**src/rtl/blink_sequencer.sv**
```systemverilog
// ---------------------------------------------------------------------------
// blink_sequencer
//
// Command-driven LED pattern controller. A command asks for a burst of
// i_cmd_count on/off pulses on a single LED; every burst is followed by a
// dark gap, and with i_cmd_repeat set the burst (pulses plus gap) repeats
// until i_abort. All timing is expressed in timebase ticks of TICK_DIV clocks.
//
// Parameters:
//   TICK_DIV  - clocks per timebase tick (>= 2)
//   ON_TICKS  - ticks the LED is lit per pulse (>= 1)
//   OFF_TICKS - ticks the LED is dark between pulses of a burst (>= 1)
//   GAP_TICKS - ticks the LED is dark after the last pulse of a burst (>= 1)
//
// Ports:
//   i_clk         - system clock, all logic on the rising edge
//   i_rst_n       - synchronous active-low reset
//   i_cmd_valid   - command request; held by the requester until ready
//   o_cmd_ready   - command can be accepted this cycle (combinational)
//   i_cmd_count   - pulses per burst (0 = no pulses, completes at once)
//   i_cmd_repeat  - 1 = repeat the burst until aborted
//   i_abort       - terminate any active burst without a done pulse
//   o_led         - LED drive, active high, registered
//   o_busy        - sequencer not idle
//   o_done        - one-cycle pulse on normal burst completion
// ---------------------------------------------------------------------------
module blink_sequencer #(
  parameter int unsigned TICK_DIV  = 12500000,
  parameter int unsigned ON_TICKS  = 2,
  parameter int unsigned OFF_TICKS = 2,
  parameter int unsigned GAP_TICKS = 8
) (
  input  logic       i_clk,
  input  logic       i_rst_n,
  input  logic       i_cmd_valid,
  output logic       o_cmd_ready,
  input  logic [7:0] i_cmd_count,
  input  logic       i_cmd_repeat,
  input  logic       i_abort,
  output logic       o_led,
  output logic       o_busy,
  output logic       o_done
);

  localparam int unsigned TICK_W = $clog2(TICK_DIV);

  localparam int unsigned MAX_TICKS =
    (ON_TICKS > OFF_TICKS) ?
      ((ON_TICKS > GAP_TICKS) ? ON_TICKS : GAP_TICKS) :
      ((OFF_TICKS > GAP_TICKS) ? OFF_TICKS : GAP_TICKS);

  // The phase counter only ever holds 0..length-1; the +1 keeps the width
  // non-zero when every phase is a single tick.
  localparam int unsigned PHASE_W = $clog2(MAX_TICKS + 1);

  localparam logic [TICK_W-1:0]  TICK_LAST = TICK_W'(TICK_DIV - 1);
  localparam logic [PHASE_W-1:0] ON_LAST   = PHASE_W'(ON_TICKS - 1);
  localparam logic [PHASE_W-1:0] OFF_LAST  = PHASE_W'(OFF_TICKS - 1);
  localparam logic [PHASE_W-1:0] GAP_LAST  = PHASE_W'(GAP_TICKS - 1);

  typedef enum logic [2:0] {
    S_IDLE,
    S_ON,
    S_OFF,
    S_GAP,
    S_FIN
  } state_t;

  state_t               state;
  state_t               state_next;
  logic [TICK_W-1:0]    tick_cnt;
  logic [PHASE_W-1:0]   phase_cnt;
  logic [PHASE_W-1:0]   phase_last;
  logic [7:0]           remaining;
  logic [7:0]           count_lat;
  logic                 repeat_lat;
  logic                 led;
  logic                 done;

  logic                 running;
  logic                 tick;
  logic                 phase_end;
  logic                 accept;

  // Ready is held low during reset so nothing can be mistaken for an accept
  // while the registers are being cleared.
  assign o_cmd_ready = (state == S_IDLE) && !i_abort && i_rst_n;
  assign accept      = i_cmd_valid && o_cmd_ready;

  assign running = (state == S_ON) || (state == S_OFF) || (state == S_GAP);
  assign tick    = running && (tick_cnt == TICK_LAST);

  assign o_led  = led;
  assign o_busy = (state != S_IDLE);
  assign o_done = done;

  // NOTE: every signal written in an always_comb gets a default at the top;
  // a path that leaves one unassigned would infer a latch.
  always_comb begin
    phase_last = '0;
    state_next = state;

    unique case (state)
      S_ON:    phase_last = ON_LAST;
      S_OFF:   phase_last = OFF_LAST;
      S_GAP:   phase_last = GAP_LAST;
      default: phase_last = '0;
    endcase

    phase_end = tick && (phase_cnt == phase_last);

    unique case (state)
      S_IDLE: begin
        if (accept) begin
          state_next = (i_cmd_count != 8'd0) ? S_ON : S_FIN;
        end
      end
      S_ON: begin
        if (phase_end) begin
          state_next = (remaining == 8'd1) ? S_GAP : S_OFF;
        end
      end
      S_OFF: begin
        if (phase_end) begin
          state_next = S_ON;
        end
      end
      S_GAP: begin
        if (phase_end) begin
          state_next = repeat_lat ? S_ON : S_FIN;
        end
      end
      S_FIN:   state_next = S_IDLE;
      default: state_next = S_IDLE;
    endcase

    // Abort wins over any phase transition; in IDLE it simply keeps IDLE.
    if (i_abort) begin
      state_next = S_IDLE;
    end
  end

  // NOTE: sequential state uses non-blocking assignments only, so every
  // register samples the pre-edge values regardless of statement order.
  always_ff @(posedge i_clk) begin
    if (!i_rst_n) begin
      state      <= S_IDLE;
      tick_cnt   <= '0;
      phase_cnt  <= '0;
      remaining  <= '0;
      count_lat  <= '0;
      repeat_lat <= 1'b0;
      led        <= 1'b0;
      done       <= 1'b0;
    end else begin
      state <= state_next;
      // Registered from the next state so o_led tracks (state == ON) exactly.
      led   <= (state_next == S_ON);
      done  <= (state == S_FIN) && !i_abort;

      if (accept) begin
        count_lat  <= i_cmd_count;
        repeat_lat <= i_cmd_repeat;
        remaining  <= i_cmd_count;
        tick_cnt   <= '0;
        phase_cnt  <= '0;
      end else if (i_abort) begin
        tick_cnt  <= '0;
        phase_cnt <= '0;
      end else begin
        if (running) begin
          tick_cnt <= tick ? '0 : tick_cnt + TICK_W'(1);
        end

        if (state_next != state) begin
          phase_cnt <= '0;
        end else if (tick) begin
          phase_cnt <= phase_cnt + PHASE_W'(1);
        end

        if ((state == S_ON) && phase_end) begin
          remaining <= remaining - 8'd1;
        end else if ((state == S_GAP) && phase_end && repeat_lat) begin
          remaining <= count_lat;
        end
      end
    end
  end

endmodule

```
**config.mk**
```make
export PLATFORM = sky130hd
export DESIGN_NAME = blink_sequencer
export DESIGN_NICKNAME = d
export VERILOG_FILES = /design/src/rtl/blink_sequencer.sv
export SDC_FILE = /design/constraint.sdc
export NUM_CORES = 1
export LEC_CHECK = 0
export ABC_AREA = 1
export CAP_MARGIN = 30
export CORE_MARGIN = 10
export CORE_UTILIZATION = 35
export CTS_CLUSTER_SIZE = 16
export DETAILED_ROUTE_END_ITERATION = 12
export GPL_TIMING_DRIVEN = 1
export RECOVER_POWER = 25
export SETUP_SLACK_MARGIN = 0.3
export SLEW_MARGIN = 10
export SYNTH_ARGS = -nofsm -noshare
export SYNTH_HDL_FRONTEND = slang
export SYNTH_SLANG_ARGS = --single-unit
```
**constraint.sdc**
```tcl
create_clock -name i_clk -period 1.74 [get_ports i_clk]
set_input_delay 0.348 -clock i_clk [delete_from_list [all_inputs] [get_ports i_clk]]
set_output_delay 0.348 -clock i_clk [all_outputs]
set_load 0.02 [all_outputs]
```
==> results.ini <==
[run_status]
status = finished clean

[synthesis]
avgSynthCellArea_um2 = 6.43
synth_top_flop_cell = dfxtp_1
ys_seq_area_frac = 0.349
synth_nets = 463
yosysWarnings = 0
synth_seq_cells = 50
synth_top_family_by_area = simple AND/OR/NAND/NOR gates
async_flop_share = 0
netlist-cell-type-count = 38
yosys-mux-area-fraction = 0.00349
synth_edf_count = 0
synthSimpleGateAreaFrac = 0.412
syn_area_um2 = 2870
synth-compound-area-share = 0.0942
syn_inst = 446
synth-xor-area-share = 0.0336
synthAdderAreaFrac = 0.0174

[pwr]
p_switching_uw = 581
power_frac_clock = 0.352
p_leak_uw = 0.00211
power_frac_comb = 0.143
power.density_nw_per_um2 = 485
p_total_uw = 2290
seqPwrFrac = 0.506
intPower_uw = 1700
swShare = 0.254
ir_drop_mv = 0.330

[finish]
final_core_util = 0.600
fin_area_um2 = 4710
fin_nets = 560
final_cell_mix = 90 x nand2_1, 53 x buf_4, 44 x nor2_1, 35 x inv_1, 30 x dfxtp_1
final_common_cell = nand2_1
antenna_cells = 0
syn2layout_area_growth_pct = 64.2
final_layout_size_suffix_gt1_frac = 0.476

[clocking]
cts_made_buffers = 5
cts_tree = yes
insertion_delay_ps = 310
clockBufferDepth = 2
htree_levels = 2
clock-root-buffer = clkbuf_8
cts.sink_count = 50
cts_hold_buf = 0
cts.reportedPaths.clkPinSlew_ps = 90

[route]
drtAntennaViolNets = 0
drt_iter0_markers = 112
dr.pass1.iters = 6
routed_via_density = 4.92
vias = 3177
wl_per_cell_um = 13.5
drt_wl_total_um = 8720
drc = 0

[timing]
fin_skew_ps = 8.20
finalMaxSlewViolations = 0
setup_viol = 0
worst_slack_ps = 39.5
hold_violations = 0
relSlewSlack = 0.650
tightestPinTransition_ps = 525
finalCriticalPeriod_ps = 1700
max_freq_ghz = 0.588
holdWs_ps = 478
rsz0062_at_grt = yes
finalCritPeriodShare = 0.977

[global_route]
overflow = 0
grt_first_pass_wirelength_um = 13300
grt_max_degree = 16
grt_use_total = 0.124
grt_pass1_vias = 2963
antenna_found_initial = 0

[place]
post_dp_cell_area_um2 = 3630
io_buffers = 16
gp_congestion = 0.883
dp_hpwl_um = 5690
post-place-ws_ps = -280

[job]
maxCapViolCount = 0

[floorplan]
core_area_um2 = 7850
die_h_um = 111
fp.dieArea_um2 = 12200
num_rows = 32
start_util = 0.366
die_x_um = 111
ios = 17

[critical_path]
cp_max_fo = 8
crit_path_end_kind = register
cp.required_ps = 1980
arrival_ps = 1940
critical_path_class = register to register
start_kind = register

[hold_path]
worstHoldPathType = register to register

per-stage QoR:
step           cells  setup TNS (ps)
3_5_place_dp     609           -5330
4_1_cts          629               0
3_3_place_gp     609           -4320
5_1_grt          646            -714
2_1_floorplan    446               0
6_report         646               0
logic make-up (layout without fill, tap and decap cells):
| kind of cell | count (synthesis) | in the layout |
|---|---|---|
| XOR/XNOR | 11 | 11 |
| multiplexers | 1 | 1 |
| AND/OR/NAND/NOR | 270 | 271 |
| AO/OA/AOI/OAI | 47 | 47 |
| adder cells (fa/ha/maj) | 4 | 4 |
| flip-flops | 50 | 50 |
| buffers and inverters | 63 | 160 |
worst max-delay path, cell delays in order, from the launching register on:
cell and delay [ps]:
dfxtp_2 350, inv_2 50, nor2_4 100, nand2_2 90
nor2_4 100, nand2_2 70, nor2_4 200, nand2_4 90
o21ai_4 250, nand2_4 130, nand2_2 80, nand2_1 40
nor2_1 80
cell usage after synthesis (2+ instances only):
cell type	count	area [um2]
nand2_1	127	477
nor2_2	2	12.5
xor2_1	10	87.6
nand2_2	5	31.3
nor2_1	67	251
clkbuf_1	2	7.51
inv_1	45	169
a31oi_1	2	12.5
ha_1	4	50.1
dfxtp_1	50	1000
o21a_1	2	15.0
buf_2	4	20.0
inv_2	7	26.3
o21ai_1	3	15.0
or2_2	2	12.5
nand3_2	2	20.0
a211oi_1	2	15.0
a21oi_1	22	110
nor2_4	3	33.8
nand3b_1	2	15.0
nor3_1	17	85.1
nor3b_1	2	15.0
nand3_1	27	135
nand4_1	11	68.8
o21ai_0	11	55.1
clkinv_1	2	7.51
buf_6	2	22.5
power groups by stage:
stage / registers [uW] / logic, uW / clock network (uW)
floorplan: 1190 / 129 / 0
global placement: 1190 / 225 / 0
detailed placement: 1190 / 226 / 0
CTS: 1160 / 258 / 825
global route: 1160 / 354 / 876
finish: 1160 / 326 / 804
per-layer routing:
layer,vias up,routed length (um),global-route usage
met4,0,233,0.0363
met3,17,381,0.0249
met5,-,0,0
met2,75,4490,0.218
met1,1467,3620,0.147
li1,1618,-,-
cell type report:
type | count | area, um2
multi-input cells | 334 | 2240
well taps | 102 | 128
flip-flops and latches | 50 | 1050
clock buffers | 8 | 110
inverters | 54 | 223
repair buffers | 98 | 966
fillers | 699 | 3140
path summary, 6_finish.rpt:
kind	end	slack, ps	from	depth (start not counted)
worst max register to register	remaining[5]$_SDFFE_PN0P_	40	tick_cnt[15]$_SDFFE_PP0N_	12
worst min register to register	tick_cnt[12]$_SDFFE_PP0N_	480	tick_cnt[12]$_SDFFE_PP0N_	2
worst min-delay path	tick_cnt[12]$_SDFFE_PP0N_	480	tick_cnt[12]$_SDFFE_PP0N_	2
worst max-delay path	remaining[5]$_SDFFE_PN0P_	40	tick_cnt[15]$_SDFFE_PP0N_	12
flip-flops by register name (all words and copies together) (netlist names):
signal,flops
phase_cnt,4
remaining,8
repeat_lat,1
tick_cnt,24
state,3
count_lat,8
o_led,1
o_done,1
timing repair:
item | 4_1_cts | 5_1_grt
gates resized for setup | 76 | 143
cloned | 2 | 1
pin swaps | 32 | 54
endpoints found under the setup margin | 46 | 50
buffers inserted | 10 | 16
Power figures use the tool's default switching activity.
